==> src/rtl/address_sequencer.sv <==
// Memory address sequencer: PC/ALU/increment sources plus a multi-beat burst engine.
// Optional ADDR_ALIGN_EN forces PC/ALU loads to STEP alignment and flags dropped bits on misalign_o.
module address_sequencer #(
   parameter int unsigned                ADDR_WIDTH = 32,
   parameter int unsigned                STEP       = 4,
   parameter int unsigned                MAX_BURST  = 16,
   parameter logic [ADDR_WIDTH-1:0]      RESET_ADDR = '0,
   localparam int                        BW         = $clog2(MAX_BURST + 1)
) (
   input  logic                  clk,
   input  logic                  reset,
   input  logic [1:0]            addr_src_i,
   input  logic [ADDR_WIDTH-1:0] pc_i,
   input  logic [ADDR_WIDTH-1:0] alu_i,
   input  logic                  start_burst_i,
   input  logic [BW-1:0]         burst_len_i,
   input  logic                  burst_dir_i,
   input  logic                  mem_ready_i,
   output logic                  req_ready_o,
   output logic [ADDR_WIDTH-1:0] addr_o,
   output logic                  addr_valid_o,
   output logic                  busy_o,
   output logic [BW-1:0]         beats_left_o,
   output logic                  burst_done_o,
   output logic                  misalign_o
);

   typedef enum logic [1:0] {SRC_NONE, SRC_PC, SRC_ALU, SRC_INCR} address_source_t;
   typedef enum logic [1:0] {IDLE, SINGLE, BURST} state_t;

   state_t                  state_reg, state_next;
   logic [ADDR_WIDTH-1:0]   addr_reg, addr_next;
   logic                    valid_reg, valid_next;
   logic [BW-1:0]           beats_reg, beats_next;
   logic                    done_reg, done_next;
   logic                    dir_reg, dir_next;
   // Set while a one-beat burst sits in SINGLE so its acceptance still pulses burst_done_o.
   logic                    last_reg, last_next;

   address_source_t         src;
   logic                    has_src;
   logic                    accept;
   logic [BW-1:0]           len_sat;
   logic [ADDR_WIDTH-1:0]   step_up, step_dn;
   logic [ADDR_WIDTH-1:0]   raw_addr, load_addr;
   logic                    load_mis;

   assign src         = address_source_t'(addr_src_i);
   assign has_src     = (src != SRC_NONE);
   assign req_ready_o = (state_reg == IDLE) || ((state_reg == SINGLE) && mem_ready_i);
   assign accept      = req_ready_o && has_src;
   assign step_up     = addr_reg + ADDR_WIDTH'(STEP);
   assign step_dn     = addr_reg - ADDR_WIDTH'(STEP);

   always_comb begin
      if (burst_len_i == '0)
         len_sat = BW'(1);
      else if (burst_len_i > BW'(MAX_BURST))
         len_sat = BW'(MAX_BURST);
      else
         len_sat = burst_len_i;
   end

   always_comb begin
      case (src)
         SRC_PC:   raw_addr = pc_i;
         SRC_ALU:  raw_addr = alu_i;
         SRC_INCR: raw_addr = burst_dir_i ? step_dn : step_up;
         default:  raw_addr = addr_reg;
      endcase
   end

`ifdef ADDR_ALIGN_EN
   localparam logic [ADDR_WIDTH-1:0] ALIGN_MASK = ADDR_WIDTH'(STEP - 1);
   logic pc_or_alu;
   logic misalign_reg, misalign_next;

   assign pc_or_alu = (src == SRC_PC) || (src == SRC_ALU);
   assign load_addr = pc_or_alu ? (raw_addr & ~ALIGN_MASK) : raw_addr;
   assign load_mis  = pc_or_alu && (|(raw_addr & ALIGN_MASK));

   // Flag follows every address update; burst steps from an aligned base never misalign.
   always_comb begin
      misalign_next = misalign_reg;
      if (accept)
         misalign_next = load_mis;
      else if ((state_reg == BURST) && mem_ready_i && valid_reg)
         misalign_next = 1'b0;
   end

   always_ff @(posedge clk or posedge reset) begin
      if (reset)
         misalign_reg <= 1'b0;
      else
         misalign_reg <= misalign_next;
   end

   assign misalign_o = misalign_reg;
`else
   assign load_addr  = raw_addr;
   assign load_mis   = 1'b0;
   assign misalign_o = load_mis;
`endif

   // State and datapath register
   always_ff @(posedge clk or posedge reset) begin
      if (reset) begin
         state_reg <= IDLE;
         addr_reg  <= RESET_ADDR;
         valid_reg <= 1'b0;
         beats_reg <= '0;
         done_reg  <= 1'b0;
         dir_reg   <= 1'b0;
         last_reg  <= 1'b0;
      end else begin
         state_reg <= state_next;
         addr_reg  <= addr_next;
         valid_reg <= valid_next;
         beats_reg <= beats_next;
         done_reg  <= done_next;
         dir_reg   <= dir_next;
         last_reg  <= last_next;
      end
   end

   // Next-state logic
   always_comb begin
      state_next = state_reg;
      case (state_reg)
         IDLE, SINGLE: begin
            if (accept)
               state_next = (start_burst_i && (len_sat > BW'(1))) ? BURST : SINGLE;
            else if ((state_reg == SINGLE) && mem_ready_i)
               state_next = IDLE;
         end
         BURST: begin
            if (mem_ready_i && valid_reg && (beats_reg == '0))
               state_next = IDLE;
         end
         default: state_next = IDLE;
      endcase
   end

   // Datapath / output next values
   always_comb begin
      addr_next  = addr_reg;
      valid_next = valid_reg;
      beats_next = beats_reg;
      done_next  = 1'b0;
      dir_next   = dir_reg;
      last_next  = last_reg;

      if ((state_reg == SINGLE) && mem_ready_i) begin
         done_next = last_reg;
         if (!accept) begin
            valid_next = 1'b0;
            last_next  = 1'b0;
         end
      end

      if (accept) begin
         addr_next  = load_addr;
         valid_next = 1'b1;
         dir_next   = burst_dir_i;
         if (start_burst_i) begin
            beats_next = len_sat - BW'(1);
            last_next  = (len_sat == BW'(1));
         end else begin
            beats_next = '0;
            last_next  = 1'b0;
         end
      end else if ((state_reg == BURST) && mem_ready_i && valid_reg) begin
         if (beats_reg != '0) begin
            addr_next  = dir_reg ? step_dn : step_up;
            beats_next = beats_reg - BW'(1);
         end else begin
            done_next  = 1'b1;
            valid_next = 1'b0;
         end
      end
   end

   assign addr_o       = addr_reg;
   assign addr_valid_o = valid_reg;
   assign busy_o       = (state_reg != IDLE);
   assign beats_left_o = beats_reg;
   assign burst_done_o = done_reg;

endmodule

==> config.mk <==
export PLATFORM = sky130hd
export DESIGN_NAME = address_sequencer
export DESIGN_NICKNAME = d
export VERILOG_FILES = /design/src/rtl/address_sequencer.sv
export SDC_FILE = /design/constraint.sdc
export NUM_CORES = 1
export LEC_CHECK = 0
export BUFFER_PORTS_ARGS = -buffer_cell sky130_fd_sc_hd__buf_2
export CORE_MARGIN = 2
export CORE_UTILIZATION = 35
export CTS_BUF_LIST = sky130_fd_sc_hd__clkbuf_16
export CTS_CLUSTER_DIAMETER = 80
export DETAILED_ROUTE_END_ITERATION = 6
export HOLD_SLACK_MARGIN = 0.08
export PLACE_DENSITY = 0.55
export SYNTH_ARGS = -nofsm -noshare
export SYNTH_HDL_FRONTEND = slang
export SYNTH_SLANG_ARGS = --single-unit
export TNS_END_PERCENT = 50
==> constraint.sdc <==
create_clock -name clk -period 2.1 [get_ports clk]
set_input_delay 0 -clock clk [delete_from_list [all_inputs] [get_ports clk]]
set_output_delay 0 -clock clk [all_outputs]
set_load 0.005 [all_outputs]
==> results of run 1 <==
==> per-layer routing <==
layer  vias up  track usage  part of all wire
met1      3129       0.3924              0.40
met3        45      0.07288             0.089
met2       330       0.5187              0.48
met4         0       0.1042             0.025
met5         -            0                 0
li1       2954            -                 -
==> area by class of cell <==
cell class              instances  area [um2]
multi-input cells             501        3744
clock inverters                 3       15.01
flip-flops and latches         43        1085
clock buffers                   5       125.1
fillers                      1178        5081
inverters                      17       68.82
repair buffers                335        2389
well taps                     172       215.2
==> report_power, final <==
group / switching (W) / internal [W] / leakage, nW
Sequential: 0.000502 / 0.00122 / 0.499
Combinational: 0.00372 / 0.00326 / 2.67
Clock: 0.000402 / 0.000437 / 0.0733
==> per-stage QoR <==
stage	hold slack, ns	util	power [W]
after floorplan	0.1331	-	0.004613
after global placement	0.06511	0.5086	0.007388
after detailed placement	0.07079	0.5086	0.007465
after CTS	0.08992	0.5590	0.008709
after global routing	0.1138	0.6006	0.01012
final	0.07456	0.6006	0.009549
==> cells by family after synthesis <==
family,after synthesis,synth area share
AO/OA/AOI/OAI,212,0.3133
multiplexers,8,0.01795
adder cells (fa/ha/maj),6,0.01632
buffers and inverters,67,0.06854
flip-flops,43,0.2339
XOR/XNOR,17,0.03236
AND/OR/NAND/NOR,257,0.3168
other,1,0.0008151
==> worst min-delay path: stages <==
cell      delay (ns)
buf_2           0.08
a22oi_1         0.06
o221ai_1        0.21
==> placed cells by master (no fill, tap or decap), types with 16 or more instances in the layout <==
master and count:
a21oi_1 39, buf_2 115, buf_4 177, buf_6 21, dfrtp_1 36, dlygate4sd3_1 18, nand2_1 37, nand3_1 18
nand4_1 16, nor2_1 53, nor3_1 18, o21ai_0 33
==> timing repair <==
action	4_1_cts	5_1_grt
hold buffers	18	0
gates resized for setup	53	88
cloned	1	0
endpoints found under the setup margin	24	28
setup buffers	15	17
endpoints found under the hold margin	58	0
pin swaps	31	26
==> path summary, 6_finish.rpt <==
check	startpoint	to	slack, ns	cells after the start
worst max-delay path	addr_o[16]	addr_o[27]	-0.13	8
worst min-delay path	alu_i[13]	addr_o[13]	0.07	3
worst max register to register	addr_o[16]	addr_o[27]	-0.13	8
worst min register to register	last_reg	last_reg	0.54	1
max in group asynchronous	reset	addr_o[3]	1.55	4
min in group asynchronous	reset	addr_o[26]	0.27	4
==> run metrics, run 1 <==
total track usage=0.3106; CP max-delay cell=or4_4; layout cells sized above 1=0.4845; Max-slew headroom=0.6517; Final Max Tran Viols=0; part of the cycle the worst path needs=1.060; Slew @ Worst Pin=0.5169 ns; initial antenna violation count=0; DRT Wirelength=22.52 mm; Post-synth EDFFs=0; total number of vias=6458; max reg flops=32; CP Launch Type=flop; final RePlAce weighted congestion=0.9802; delay-heaviest family, CP=simple AND/OR/NAND/NOR gates; Initial Utilization=0.3616; largest net degree at the start of global routing=44; slowest stage delay, CP=0.59 ns; Post-synth top cells=61 x nor2_1, 45 x a21oi_1, 43 x dfrtp_1, 41 x nand2_1, 34 x o21ai_0; Finished Layout Cells=1076; Reg clk slew, reported paths=0.08 ns; dominant synthesized flop cell=dfrtp_1; critical-path cell list=buf_6 > or4_4 > nor4_4 > buf_4 > nand4_1 > a21oi_2 > o311ai_2 > a21oi_1; port bufs=116; ANT cells=0; drt pass-1 iters=6; worst path required time=2.33 ns; Worst Path Max Fanout=4; Avg Synthesized Cell Area=7.530 um2; Root Driver=clkbuf_16; H-tree depth=2; failing checks=setup timing; Setup WS pre-CTS=-0.3140 ns; power density cells=1250 mW/mm2; top post-synthesis cells by area=dfrtp_1 23%, nor2_1 5.0%, a21oi_1 4.9%, o21ai_0 3.7%, nand2_1 3.3%; register area share after synthesis=0.2339; Clock Latency Late Sink=0.31 ns; CTS Sinks=43; final instance area=0.007641 mm2; Die Y=118.7 um; Critical Path End Type=flop; number of CTS-inserted buffers=5; WS Path Type=reg2reg; Synth area leader=dfrtp_1; setup ws final=-0.1258 ns; max cap viols=0; # nets final=985; Synth async-reset ratio=1.000; placed cell areas=0.006470 mm2; GRT Residual Overflow=0; Via density=6.002; first-pass GRT wire length=34.18 mm; CTS tree=done; synthesized cell area=0.004601 mm2; status=complete, but fails checks; dpl cells=1019; Final min period=2.226 ns; Max clock buf depth=2; Max IR drop VDD=0.0007548 V; Hold Violations, Final=0; full die area=0.01408 mm2; Synth top area share=0.2339; # IOs=118; HPWL after detailed placement=16.76 mm; critical path arrival=2.46 ns; top-count cell post-synth=nor2_1; initial DRC count=586; # rows=41; vias in the first global route=6276; die width=118.7 um; syn nets=693; Min-Delay Path Class=in2reg; Setup TNS Final=-0.6564 ns; Routed wire per std cell=20.93 um; CP Buf/Inv Count=2; Post-route DRC=0; Area Overhead vs Synth=66.09%; Worst Clk Skew=0.009774 ns; endpoints failing setup=12; RSZ-0062 raised after global routing=true; antenna viol nets, final=0; Netlist cell types=77; register bit total from synthesis=43; Peak Freq=449.3 MHz; static leakage=3.239 nW; core footprint=0.01272 mm2; Syn Inst Count=611; Synth Warn #=0
Power figures use the tool's default switching activity.
==> run 2, diff against run 1 <==
HOLD_SLACK_MARGIN = 0.1   (was 0.08)
==> run 2 against run 1 <==
  * The flow still finishes with violations (setup timing)
  * Clock skew barely moved
  * Count of clock-buffer cells in the layout did not move
  * Cell count rose by 0.19%
  * Largest power group unchanged
  * Via count rose by 0.39%
  * Maximum frequency fell by 0.66%
  * Routed wire length barely moved
  * Critical endpoint unchanged
  * Critical path depth did not move
  * First-iteration DRC count rose by 8.7%
==> run metrics, run 2 (synthesis results as in run 1) <==
Slew @ Worst Pin=0.5412 ns (was 0.5169 ns); core footprint=0.01272 mm2 (unchanged); Max-slew headroom=0.6354 (was 0.6517); Critical Path End Type=flop (unchanged); Final min period=2.241 ns (was 2.226 ns); number of CTS-inserted buffers=5 (unchanged); worst reg2reg endpoint=addr_o[27] (unchanged); vias in the first global route=6290 (was 6276); Hold Violations, Final=0 (unchanged); RSZ-0062 raised after global routing=true (unchanged); critical path arrival=2.47 ns (was 2.46 ns); GRT Residual Overflow=0 (unchanged); drt pass-1 iters=7 (was 6); layout cells sized above 1=0.4834 (was 0.4845); power density cells=1251 mW/mm2 (was 1250 mW/mm2); max reg flops=32 (unchanged); Worst Path Max Fanout=4 (unchanged); H-tree depth=2 (unchanged); final RePlAce weighted congestion=0.9802 (unchanged); Via density=6.014 (was 6.002); footprint of the multi-input gates=0.003741 mm2 (was 0.003744 mm2); static leakage=3.243 nW (was 3.239 nW); Final Max Tran Viols=0 (unchanged); Max IR drop VDD=0.0007456 V (was 0.0007548 V); Reg clk slew, reported paths=0.08 ns (about the same); full die area=0.01408 mm2 (unchanged); Min-Delay Path Class=in2reg (unchanged); Worst R2R Path Depth=8 (unchanged); Crit Reg-Reg Startpoint=addr_o[16] (unchanged); # IOs=118 (unchanged); total number of vias=6483 (was 6458); Fill cells=1180 (was 1178); Root Driver=clkbuf_16 (unchanged); initial DRC count=637 (was 586); Routed wire per std cell=20.89 um (was 20.93 um); Setup TNS Final=-0.6954 ns (was -0.6564 ns); register area=0.001085 mm2 (unchanged); worst path required time=2.33 ns (about the same); endpoints failing setup=12 (unchanged); initial antenna violation count=0 (unchanged); most frequent cells in the layout=176 x buf_4, 115 x buf_2, 53 x nor2_1 (was 177 x buf_4, 115 x buf_2, 53 x nor2_1); Initial Utilization=0.3616 (unchanged); failing checks=setup timing (unchanged); Post-route DRC=0 (unchanged); CTS tree=done (unchanged); HPWL after detailed placement=16.76 mm (unchanged); Peak Freq=446.3 MHz (was 449.3 MHz); Worst Clk Skew=0.01015 ns (was 0.009774 ns); Die Y=118.7 um (unchanged); hold path endpoint=addr_o[5] (was addr_o[13]); ANT cells=0 (unchanged); # nets final=987 (was 985); commonest non-fill, non-tap cell in the layout=buf_4 (unchanged); status=complete, but fails checks (unchanged); worst reg2reg setup slack=-0.14 ns (was -0.13 ns); Max clock buf depth=2 (unchanged); port bufs=116 (unchanged); DRT Wirelength=22.52 mm (about the same); max cap viols=0 (unchanged); Clock Latency Late Sink=0.31 ns (about the same); part of the cycle the worst path needs=1.067 (was 1.060); WS Path Type=reg2reg (unchanged); setup ws final=-0.1407 ns (was -0.1258 ns); Area Overhead vs Synth=66.49% (was 66.09%); placed cell areas=0.006470 mm2 (unchanged); total track usage=0.3109 (was 0.3106); largest net degree at the start of global routing=44 (unchanged); # rows=41 (unchanged); antenna viol nets, final=0 (unchanged); first-pass GRT wire length=34.22 mm (was 34.18 mm); CP Launch Type=flop (unchanged); die width=118.7 um (unchanged); hold depth=4 (was 3); final instance area=0.007660 mm2 (was 0.007641 mm2); worst setup path start=addr_o[16] (unchanged); CTS Sinks=43 (unchanged); Setup WS pre-CTS=-0.3140 ns (unchanged); HP Start=alu_i[5] (was alu_i[13])
==> run 2: worst max-delay path by stage <==
stage	endpoint	slack, ns
after CTS	addr_o[23]	-0.13
after floorplan	addr_o[29]	-0.01
final	addr_o[27]	-0.14
after global placement	addr_o[25]	-0.33
after global routing	addr_o[23]	-0.21
after detailed placement	addr_o[25]	-0.31
==> run 2: worst max-delay path: stages (launching register included) <==
cell      delay [ns]
dfrtp_1         0.40
buf_6           0.12
or4_4           0.59
nor4_4          0.29
buf_4           0.17
nand4_1         0.11
a21oi_2         0.19
o311ai_2        0.13
a21oi_1         0.14
==> run 2: routing by layer <==
metal	track usage	wire, um
met2	0.5194	10830
met4	0.1042	640
met3	0.07288	1836
met1	0.3927	9214
met5	0	0
==> run 2: cell type report <==
cell class,count,area share
Clock buffer,5,0.01633
Clock inverter,3,0.001960
Inverter,17,0.008657
Multi-Input combinational cell,501,0.4884
Sequential cell,43,0.1416
Tap cell,172,0.02810
Timing Repair Buffer,337,0.3149
==> run 2: what timing repair did <==
item | in CTS | in global routing
endpoints found under the setup margin | 24 | 29
gates cloned | 1 | 0
gates resized for setup | 53 | 88
setup buffers | 15 | 17
pin swaps | 31 | 26
hold buffers | 20 | 0
hold endpoints to repair | 59 | 0
==> run 2: report_power, final <==
| group | total [W] | internal [W] | switching [W] |
|---|---|---|---|
| Clock | 0.000834 | 0.000437 | 0.000398 |
| Sequential | 0.00173 | 0.00122 | 0.000502 |
| Combinational | 0.00702 | 0.00328 | 0.00374 |
==> run 2: per-stage QoR <==
| stage | util | std cells | hold slack [ns] | power [W] |
|---|---|---|---|---|
| after floorplan | - | 611 | 0.1331 | 0.004613 |
| after global placement | 0.5086 | 1019 | 0.06511 | 0.007388 |
| after detailed placement | 0.5086 | 1019 | 0.07079 | 0.007465 |
| after CTS | 0.5606 | 1062 | 0.1022 | 0.008727 |
| after global routing | 0.6021 | 1078 | 0.1164 | 0.01015 |
| final | 0.6021 | 1078 | 0.1011 | 0.009579 |
==> run 3, diff against run 2 <==
ABC_CLOCK_PERIOD_IN_PS = 2100   (was default)
CORE_UTILIZATION = 45   (was 35)
PLACE_DENSITY = 0.68   (was 0.55)
==> run 3 against run 2 <==
  * The flow still finishes with violations (setup timing)
  * Clock skew fell by 0.0036 ns
  * Non-clock buffer count fell by 36
  * Count of clock-buffer cells in the layout did not move
  * Die area fell by 22%
  * First-iteration DRC count fell by 0.47%
  * Cell count fell by 7.0%
  * Maximum frequency rose by 0.54%
  * Via count rose by 1.5%
  * Largest power group unchanged
==> run metrics, run 3 (synthesis results as in run 1) <==
# rows=36 (was 41); Seq pwr share=0.189 (was 0.180); vias in the first global route=6215 (was 6290); Final Max Tran Viols=0 (unchanged); RSZ-0062 raised after global routing=true (unchanged); footprint of the multi-input gates=0.003602 mm2 (was 0.003741 mm2); ANT cells=0 (unchanged); Slew @ Worst Pin=0.5683 ns (was 0.5412 ns); Max clock buf depth=2 (unchanged); worst path required time=2.32 ns (was 2.33 ns); Peak Freq=448.7 MHz (was 446.3 MHz); Area Overhead vs Synth=57.00% (was 66.49%); layout cells sized above 1=0.4425 (was 0.4834); first-pass GRT wire length=32.71 mm (was 34.22 mm); placed cell areas=0.006269 mm2 (was 0.006470 mm2); endpoints failing setup=13 (was 12); Worst Path Max Fanout=4 (unchanged); largest net degree at the start of global routing=24 (was 44); register area=0.001087 mm2 (was 0.001085 mm2); Reg clk slew, reported paths=0.07 ns (was 0.08 ns); initial DRC count=634 (was 637); Min-Delay Path Class=in2reg (unchanged); GRT Residual Overflow=0 (unchanged); internal power=0.004825 W (was 0.004944 W); full die area=0.01105 mm2 (was 0.01408 mm2); Root Driver=clkbuf_16 (unchanged); initial antenna violation count=0 (unchanged); total track usage=0.3753 (was 0.3109); Final min period=2.229 ns (was 2.241 ns); antenna viol nets, final=0 (unchanged); critical path arrival=2.45 ns (was 2.47 ns); CTS tree=done (unchanged); Initial Utilization=0.4664 (was 0.3616); final instance area=0.007223 mm2 (was 0.007660 mm2); DRT Wirelength=21.68 mm (was 22.52 mm); core footprint=0.009864 mm2 (was 0.01272 mm2); status=complete, but fails checks (unchanged); critical-path cell list=buf_6 > or4_4 > nor4_4 > buf_4 > nand4_1 > a21oi_2 > o311ai_1 > a21oi_1 (was buf_6 > or4_4 > nor4_4 > buf_4 > nand4_1 > a21oi_2 > o311ai_2 > a21oi_1); part of the cycle the worst path needs=1.061 (was 1.067); max cap viols=0 (unchanged); Routed wire per std cell=21.61 um (was 20.89 um); max reg flops=32 (unchanged); Die Y=105.1 um (was 118.7 um); worst reg2reg setup slack=-0.13 ns (was -0.14 ns); most frequent cells in the layout=145 x buf_4, 117 x buf_2, 56 x nor2_1 (was 176 x buf_4, 115 x buf_2, 53 x nor2_1); Net Switching=0.004482 W (was 0.004635 W); static leakage=3.038 nW (was 3.243 nW); die width=105.1 um (was 118.7 um); Fill cells=766 (was 1180); Finished Core Util=0.7322 (was 0.6021); Critical Path End Type=flop (unchanged); number of CTS-inserted buffers=5 (unchanged); # nets final=951 (was 987); final RePlAce weighted congestion=0.9776 (was 0.9802); failing checks=setup timing (unchanged); Via density=6.562 (was 6.014); Max-slew headroom=0.6206 (was 0.6354); commonest non-fill, non-tap cell in the layout=buf_4 (unchanged); power density cells=1288 mW/mm2 (was 1251 mW/mm2); drt pass-1 iters=5 (was 7); CTS Sinks=43 (unchanged); Max IR drop VDD=0.0006227 V (was 0.0007456 V); Hold Violations, Final=0 (unchanged); CP max-delay cell=or4_4 (unchanged); total number of vias=6582 (was 6483); H-tree depth=2 (unchanged); port bufs=116 (unchanged); clock share of power=0.114 (was 0.087); Post-route DRC=0 (unchanged); HPWL after detailed placement=15.62 mm (was 16.76 mm); Clock Latency Late Sink=0.30 ns (was 0.31 ns); Hold WS=0.1003 ns (was 0.1011 ns); setup ws final=-0.1287 ns (was -0.1407 ns); switch share=0.4816 (was 0.4839); Logic pwr share=0.697 (was 0.733); slowest stage delay, CP=0.55 ns (was 0.59 ns); # IOs=118 (unchanged); Worst Clk Skew=0.006520 ns (was 0.01015 ns); WS Path Type=reg2reg (unchanged); CP Launch Type=flop (unchanged)
==> run 3: changes by cell type in the layout (fill, tap and decap cells not counted), moves of 3 or more <==
cell           previous run  this run
buf_6                    22        12
nand2_2                   4         1
clkinv_2                  3         0
dlygate4sd3_1            20        23
o21ai_0                  33        30
and4_4                    5         2
nor2_1                   53        56
nor3_4                    7         1
nor3_1                   18        23
o21ai_1                   3         6
buf_4                   176       145
==> run 3: power groups by stage <==
stage / registers [W] / logic, W / clock network (W)
floorplan: 0.00165 / 0.00296 / 0
global route: 0.00180 / 0.00687 / 0.00109
global placement: 0.00166 / 0.00551 / 0
finish: 0.00176 / 0.00649 / 0.00106
detailed placement: 0.00168 / 0.00558 / 0
CTS: 0.00169 / 0.00581 / 0.00106
==> run 3: what timing repair did <==
item	in CTS	in global routing
resized for setup	34	70
endpoints found under the hold margin	37	1
setup endpoints to repair	17	28
hold buffers	22	1
pin swaps	15	42
buffers inserted	5	8
cloned	0	1
==> run 3: cell type report <==
cell class	count	share of cell area
Timing Repair Buffer	301	0.2927
Sequential cell	43	0.1505
Tap cell	133	0.02304
Inverter	17	0.008834
Clock inverter	3	0.008834
Clock buffer	5	0.01732
Multi-Input combinational cell	501	0.4987
==> run 3: worst max-delay path: cells and delay by family, from the launching register on <==
family                 cells  cell delay, ns
AND/OR/NAND/NOR            3            0.95
flip-flops                 1            0.45
AO/OA/AOI/OAI              3            0.45
buffers and inverters      2            0.30
==> run 3: layer usage <==
| layer | up-vias | track usage | share of wire | routed length, um |
|---|---|---|---|---|
| met5 | - | 0 | 0 | 0 |
| met4 | 0 | 0.1629 | 0.049 | 1066 |
| met3 | 103 | 0.06925 | 0.11 | 2357 |
| met2 | 475 | 0.6104 | 0.46 | 9901 |
| met1 | 3113 | 0.4848 | 0.39 | 8355 |
| li1 | 2891 | - | - | - |
==> run 3: worst paths after layout <==
check | from | cells past startpoint | endpoint
setup / recovery | addr_o[4] | 8 | addr_o[27]
hold / removal | pc_i[1] | 4 | addr_o[1]
setup reg to reg | addr_o[4] | 8 | addr_o[27]
hold reg to reg | last_reg | 1 | last_reg
max in group asynchronous | reset | 4 | addr_o[5]
min in group asynchronous | reset | 3 | addr_o[31]
==> run 3: per-stage QoR <==
step / setup slack [ns] / power (W) / instances / setup TNS, ns
6_report: -0.1287 / 0.009307 / 1003 / -0.8131
5_1_grt: -0.1896 / 0.009761 / 1003 / -1.818
4_1_cts: -0.09554 / 0.008564 / 993 / -0.5493
3_5_place_dp: -0.3668 / 0.007254 / 958 / -1.518
3_3_place_gp: -0.3912 / 0.007171 / 958 / -0.8247
2_1_floorplan: -0.01119 / 0.004613 / 611 / -0.02035
